===== config.mk =====
export PLATFORM = sky130hd
export DESIGN_NAME = imm_extend_pipe
export DESIGN_NICKNAME = d
export VERILOG_FILES = /design/src/rtl/imm_extend_pipe.sv
export SDC_FILE = /design/constraint.sdc
export NUM_CORES = 1
export LEC_CHECK = 0
export ABC_CLOCK_PERIOD_IN_PS = 1800
export CAP_MARGIN = 0
export CORE_ASPECT_RATIO = 1.1
export CORE_MARGIN = 4
export CORE_UTILIZATION = 41
export DETAILED_ROUTE_END_ITERATION = 8
export GPL_TIMING_DRIVEN = 0
export PLACE_DENSITY_LB_ADDON = 0.1
export SYNTH_ARGS = -nofsm -noshare
export SYNTH_HDL_FRONTEND = slang
export SYNTH_SLANG_ARGS = --single-unit
export TNS_END_PERCENT = 1

===== constraint.sdc =====
create_clock -name clk -period 1.8 [get_ports clk]
set_clock_uncertainty 0.2 [all_clocks]
set_input_delay 0.36 -clock clk [delete_from_list [all_inputs] [get_ports clk]]
set_output_delay 0.36 -clock clk [all_outputs]
set_load 0.03 [all_outputs]

===== src/rtl/imm_extend_pipe.sv =====
// Two-stage valid/ready immediate extender for the decode path.
// Optional rotate-carry output is built only when IMM_ROT_CARRY_EN is defined.
module imm_extend_pipe #(
   parameter int WIDTH    = 32,
   parameter int INSTR_W  = 24,
   parameter int BR_SHIFT = 2
) (
   input  logic               clk,
   input  logic               reset_n,
   input  logic               in_valid,
   output logic               in_ready,
   input  logic [INSTR_W-1:0] instr,
   input  logic [2:0]         imm_src,
   output logic               out_valid,
   input  logic               out_ready,
   output logic [WIDTH-1:0]   ext_imm,
   output logic               ext_err
`ifdef IMM_ROT_CARRY_EN
   ,
   input  logic               carry_in,
   output logic               rot_carry
`endif
);

   typedef enum logic [2:0] {
      FMT_ZX8  = 3'b000,
      FMT_ZX12 = 3'b001,
      FMT_BR   = 3'b010,
      FMT_ROT  = 3'b011,
      FMT_SX12 = 3'b100
   } fmt_e;

   if (WIDTH < INSTR_W + BR_SHIFT || WIDTH < 16 || INSTR_W < 12 ||
       BR_SHIFT < 0 || BR_SHIFT > 3) begin : g_bad_params
      $error("imm_extend_pipe: illegal WIDTH/INSTR_W/BR_SHIFT combination");
   end

   logic               s1_valid;
   logic [INSTR_W-1:0] s1_instr;
   logic [2:0]         s1_src;
   logic               s2_valid;
   logic               s1_adv;

   logic [WIDTH-1:0]   nxt_imm;
   logic               nxt_err;
   logic [WIDTH-1:0]   br_ext;
   logic [31:0]        rot_src;
   logic [4:0]         rot_amt;
   logic [31:0]        rot_val;

   // S2 can take new data when it is empty or its content leaves this cycle.
   assign s1_adv    = !s2_valid || out_ready;
   assign in_ready  = !s1_valid || s1_adv;
   assign out_valid = s2_valid;

   // Stage 1: capture the raw request.
   // NOTE: all state uses non-blocking assignments so every stage samples
   // the pre-edge value of its neighbour; blocking here would collapse stages.
   always_ff @(posedge clk or negedge reset_n) begin
      if (!reset_n) begin
         s1_valid <= 1'b0;
         s1_instr <= '0;
         s1_src   <= '0;
      end else if (in_ready) begin
         s1_valid <= in_valid;
         if (in_valid) begin
            s1_instr <= instr;
            s1_src   <= imm_src;
         end
      end
   end

   assign br_ext  = WIDTH'($signed(s1_instr));
   assign rot_src = 32'(s1_instr[7:0]);
   assign rot_amt = {s1_instr[11:8], 1'b0};
   assign rot_val = 32'({rot_src, rot_src} >> rot_amt);

   // NOTE: every output of this block gets a default first, so no path can
   // leave a value unassigned and infer a latch.
   always_comb begin
      nxt_imm = '0;
      nxt_err = 1'b0;
      case (fmt_e'(s1_src))
         FMT_ZX8:  nxt_imm = WIDTH'(s1_instr[7:0]);
         FMT_ZX12: nxt_imm = WIDTH'(s1_instr[11:0]);
         FMT_BR:   nxt_imm = br_ext << BR_SHIFT;
         FMT_ROT:  nxt_imm = WIDTH'(rot_val);
         FMT_SX12: nxt_imm = WIDTH'($signed(s1_instr[11:0]));
         default:  nxt_err = 1'b1;
      endcase
   end

   // Stage 2: result register, frozen while the consumer stalls.
   always_ff @(posedge clk or negedge reset_n) begin
      if (!reset_n) begin
         s2_valid <= 1'b0;
         ext_imm  <= '0;
         ext_err  <= 1'b0;
      end else if (s1_adv) begin
         s2_valid <= s1_valid;
         if (s1_valid) begin
            ext_imm <= nxt_imm;
            ext_err <= nxt_err;
         end
      end
   end

`ifdef IMM_ROT_CARRY_EN
   logic s1_carry;
   logic nxt_carry;

   // A zero rotate leaves the carry untouched, mirroring a barrel shifter.
   assign nxt_carry = (fmt_e'(s1_src) == FMT_ROT && rot_amt != 5'd0) ?
                      rot_val[31] : s1_carry;

   always_ff @(posedge clk or negedge reset_n) begin
      if (!reset_n) begin
         s1_carry <= 1'b0;
      end else if (in_ready && in_valid) begin
         s1_carry <= carry_in;
      end
   end

   always_ff @(posedge clk or negedge reset_n) begin
      if (!reset_n) begin
         rot_carry <= 1'b0;
      end else if (s1_adv && s1_valid) begin
         rot_carry <= nxt_carry;
      end
   end
`endif

endmodule


==> key figures <==
Global route
  • Overall Global Routing Usage: 0.228
  • Grt ovf: 0
  • Initial antenna violation count: 0
  • Pin count of the biggest net entering global routing: 37
  • First-pass GRT wire length: around 16000 um
  • Vias in the first global route: 2836

Timing
  • Setup-failing EPs final: 6
  • Final hold vios: 0
  • Tcrit/Tclk final: 1.02
  • Fmax: 0.546 GHz
  • RSZ-0062 raised after global routing: yes
  • Slew Limit Fails: 0
  • Worst Slack Setup Final: -0.0331 ns
  • Relative slew slack: 0.589
  • Worst Tran Pin Value: 0.616 ns
  • Post-route minimum period: 1.83 ns

Worst setup path
  • CP required: 1.83 ns
  • R2R Path End: ext_imm[5]
  • Worst r2r path cells: 5
  • Worst r2r src: s1_instr[8]
  • Critical path class: reg2reg
  • R2R setup slack: -0.03 ns
  • Worst Path Max Fanout: 5
  • Startpoint Class: flip-flop
  • Crit. End Element: flip-flop
  • Critical path arrival: 1.86 ns
  • Critical Path Start: s1_instr[8]

Synth
  • Syn_nets: 331
  • Yosys cell types: 57
  • Post-synth EDFFs: 0
  • Synth area leaders: dfrtp_1, mux2_2, a221o_1
  • Sequential fraction of the synthesis area: 0.469
  • Top cell type's share of synthesized area: 0.469
  • Asr flop ratio synth: 1.00
  • Cell taking the most area after synthesis: dfrtp_1
  • Synth Area per Inst: 11.0 um2
  • Synth Flop Type: dfrtp_1
  • Post-Synthesis Cells: 300
  • Yosys reg bits: 62
  • Synthesis warning total: 0
  • Syn Std Cell Area: between 3000 and 4000 um2

Route
  • DR top layer: met4
  • Iteration-0 DRC Markers: 314
  • Routed wl met3: 649 um
  • Total number of vias: about 3000
  • Met1 wire length: between 4000 and 5000 um
  • Vias per cell: 5.95
  • Met2 WL: 4920 um
  • DRT Pass-1 Iters: 5
  • DRC Markers: 0
  • Routed Antenna Nets: 0
  • DRT Wirelength: between 10000 and 15000 um
  • Wire per inst: 21.2 um

Clocking
  • Worst-path clk slew: roughly 0.080 ns
  • CTS tree: done
  • Root buf cell: clkbuf_8
  • Skew-Pair Late Insertion Delay: 0.35 ns
  • Clk sinks: 62
  • TritonCTS buffer count: 9
  • H-tree Lvls: 3
  • Longest Clk Path Bufs: 2

Finish
  • Commonest cells after routing, fill and taps aside: dfrtp_1, dlygate4sd2_1, clkdlybuf4s50_1
  • Nets: 414
  • Fillers: 710
  • Share of cells above drive strength 1: 0.294
  • Most common cell after layout, fill and taps aside: dfrtp_1
  • Area Overhead vs Synth: 38.4%
  • Post-route cell area: 4580 um2
  • Sequential cell area: 1550 um2
  • Ant diodes: 0
  • Multi-input gate area: 1770 um2

Min path
  • Hold path cells: 4
  • Hold Path Class: in2reg
  • HP Start: out_ready
  • WHS Endpoint: s1_valid

Die
  • Die height: 102 um
  • Core area: 7870 um2
  • Die area: 9580 um2
  • Die Wd: 93.7 um
  • Initial core utilization: 0.421
  • Num ports: 66
  • Row cnt: 34

Placed design
  • Dpl cell area: 4130 um2
  • Final Wtd Congestion: around 0.9
  • IO buf count: 65
  • DP Wirelength: 7460 um

Status
  • Failing checks: setup timing
  • Outcome: finished, violations left

Power
  • Power per standard cell area: 1040 nW/um2
  • Static leakage: about 2.0 nW
  • Max IR drop VDD: just over 0.0005 V
  • PnR Total Power: ~4.8 mW

Run
  • MaxCap Viol Count: 0
-- layer usage --
layer	global-route usage	vias to the layer above
met5	0	-
met3	0.0464	29
met2	0.358	146
met4	0.0856	0
met1	0.313	1452
li1	-	1323
-- how the worst max path moves through the flow --
stage / to / slack [ns] / depth (start not counted)
after floorplan: s1_instr[15] / 0.06 / 5
after global placement: out_valid / -2.08 / 1
after detailed placement: ext_imm[28] / -0.60 / 6
after CTS: in_ready / -0.16 / 4
after global routing: ext_imm[5] / -0.09 / 5
final: ext_imm[5] / -0.03 / 5
-- kinds of logic after synthesis --
| family | Yosys count | share of synthesized area |
|---|---|---|
| multiplexers | 39 | 0.136 |
| AND/OR/NAND/NOR | 73 | 0.129 |
| flip-flops | 62 | 0.469 |
| AO/OA/AOI/OAI | 92 | 0.210 |
| buffers and inverters | 34 | 0.0563 |
-- registers in the layout, indices dropped and copies added, names as in the netlist --
signal	count
ext_err	1
s1_valid	1
s1_src	3
s1_instr	24
out_valid	1
ext_imm	32
-- through the flow --
stage	hold slack [ns]	setup slack (ns)	util	TNS (ns)	cells
after floorplan	-0.136	0.0569	-	0	300
after global placement	0.278	-2.08	0.523	-140.60	473
after detailed placement	0.217	-0.598	0.525	-26.17	474
after CTS	0.301	-0.160	0.555	-2.01	491
after global routing	0.275	-0.0895	0.582	-0.636	496
final	0.236	-0.0331	0.582	-0.0938	496
-- worst max-delay path: stages, from the launching register on --
cell	delay (ns)
dfrtp_1	0.35
buf_6	0.14
mux2i_2	0.41
a2bb2oi_1	0.27
nor3_1	0.08
a221o_1	0.26
-- cells in the mapped netlist, types with 6 or more instances --
library cell	count
dfrtp_1	62
mux2_2	28
a21oi_1	16
nand2_1	15
nor2_1	15
a221o_1	13
a22oi_1	13
buf_2	11
o221ai_1	11
inv_1	8
clkbuf_1	7
nand3_1	7
nand2b_1	6
nor3_1	6
o21ai_0	6
-- report_power, final --
group          internal [mW]  switching [mW]
combinational          0.788            1.08
clock                  0.494           0.581
sequential              1.62           0.198
-- layout make-up --
type | count | share of cell area
repair buffers | 73 | 0.150
inverters | 8 | 0.00656
plain buffers | 25 | 0.0514
multi-input cells | 204 | 0.387
clock buffers | 10 | 0.0279
clock inverters | 6 | 0.00847
well taps | 108 | 0.0295
flip-flops and latches | 62 | 0.339
-- what timing repair did --
| item | in CTS | in global routing |
|---|---|---|
| pin swaps | 3 | 6 |
| gates cloned | 0 | 0 |
| gates resized for setup | 62 | 49 |
| setup endpoints to repair | 86 | 53 |
| endpoints found under the hold margin | 26 | 0 |
| buffers inserted | 0 | 6 |
| hold buffers | 1 | 0 |
Note: power is estimated with default switching activity, not from simulation.
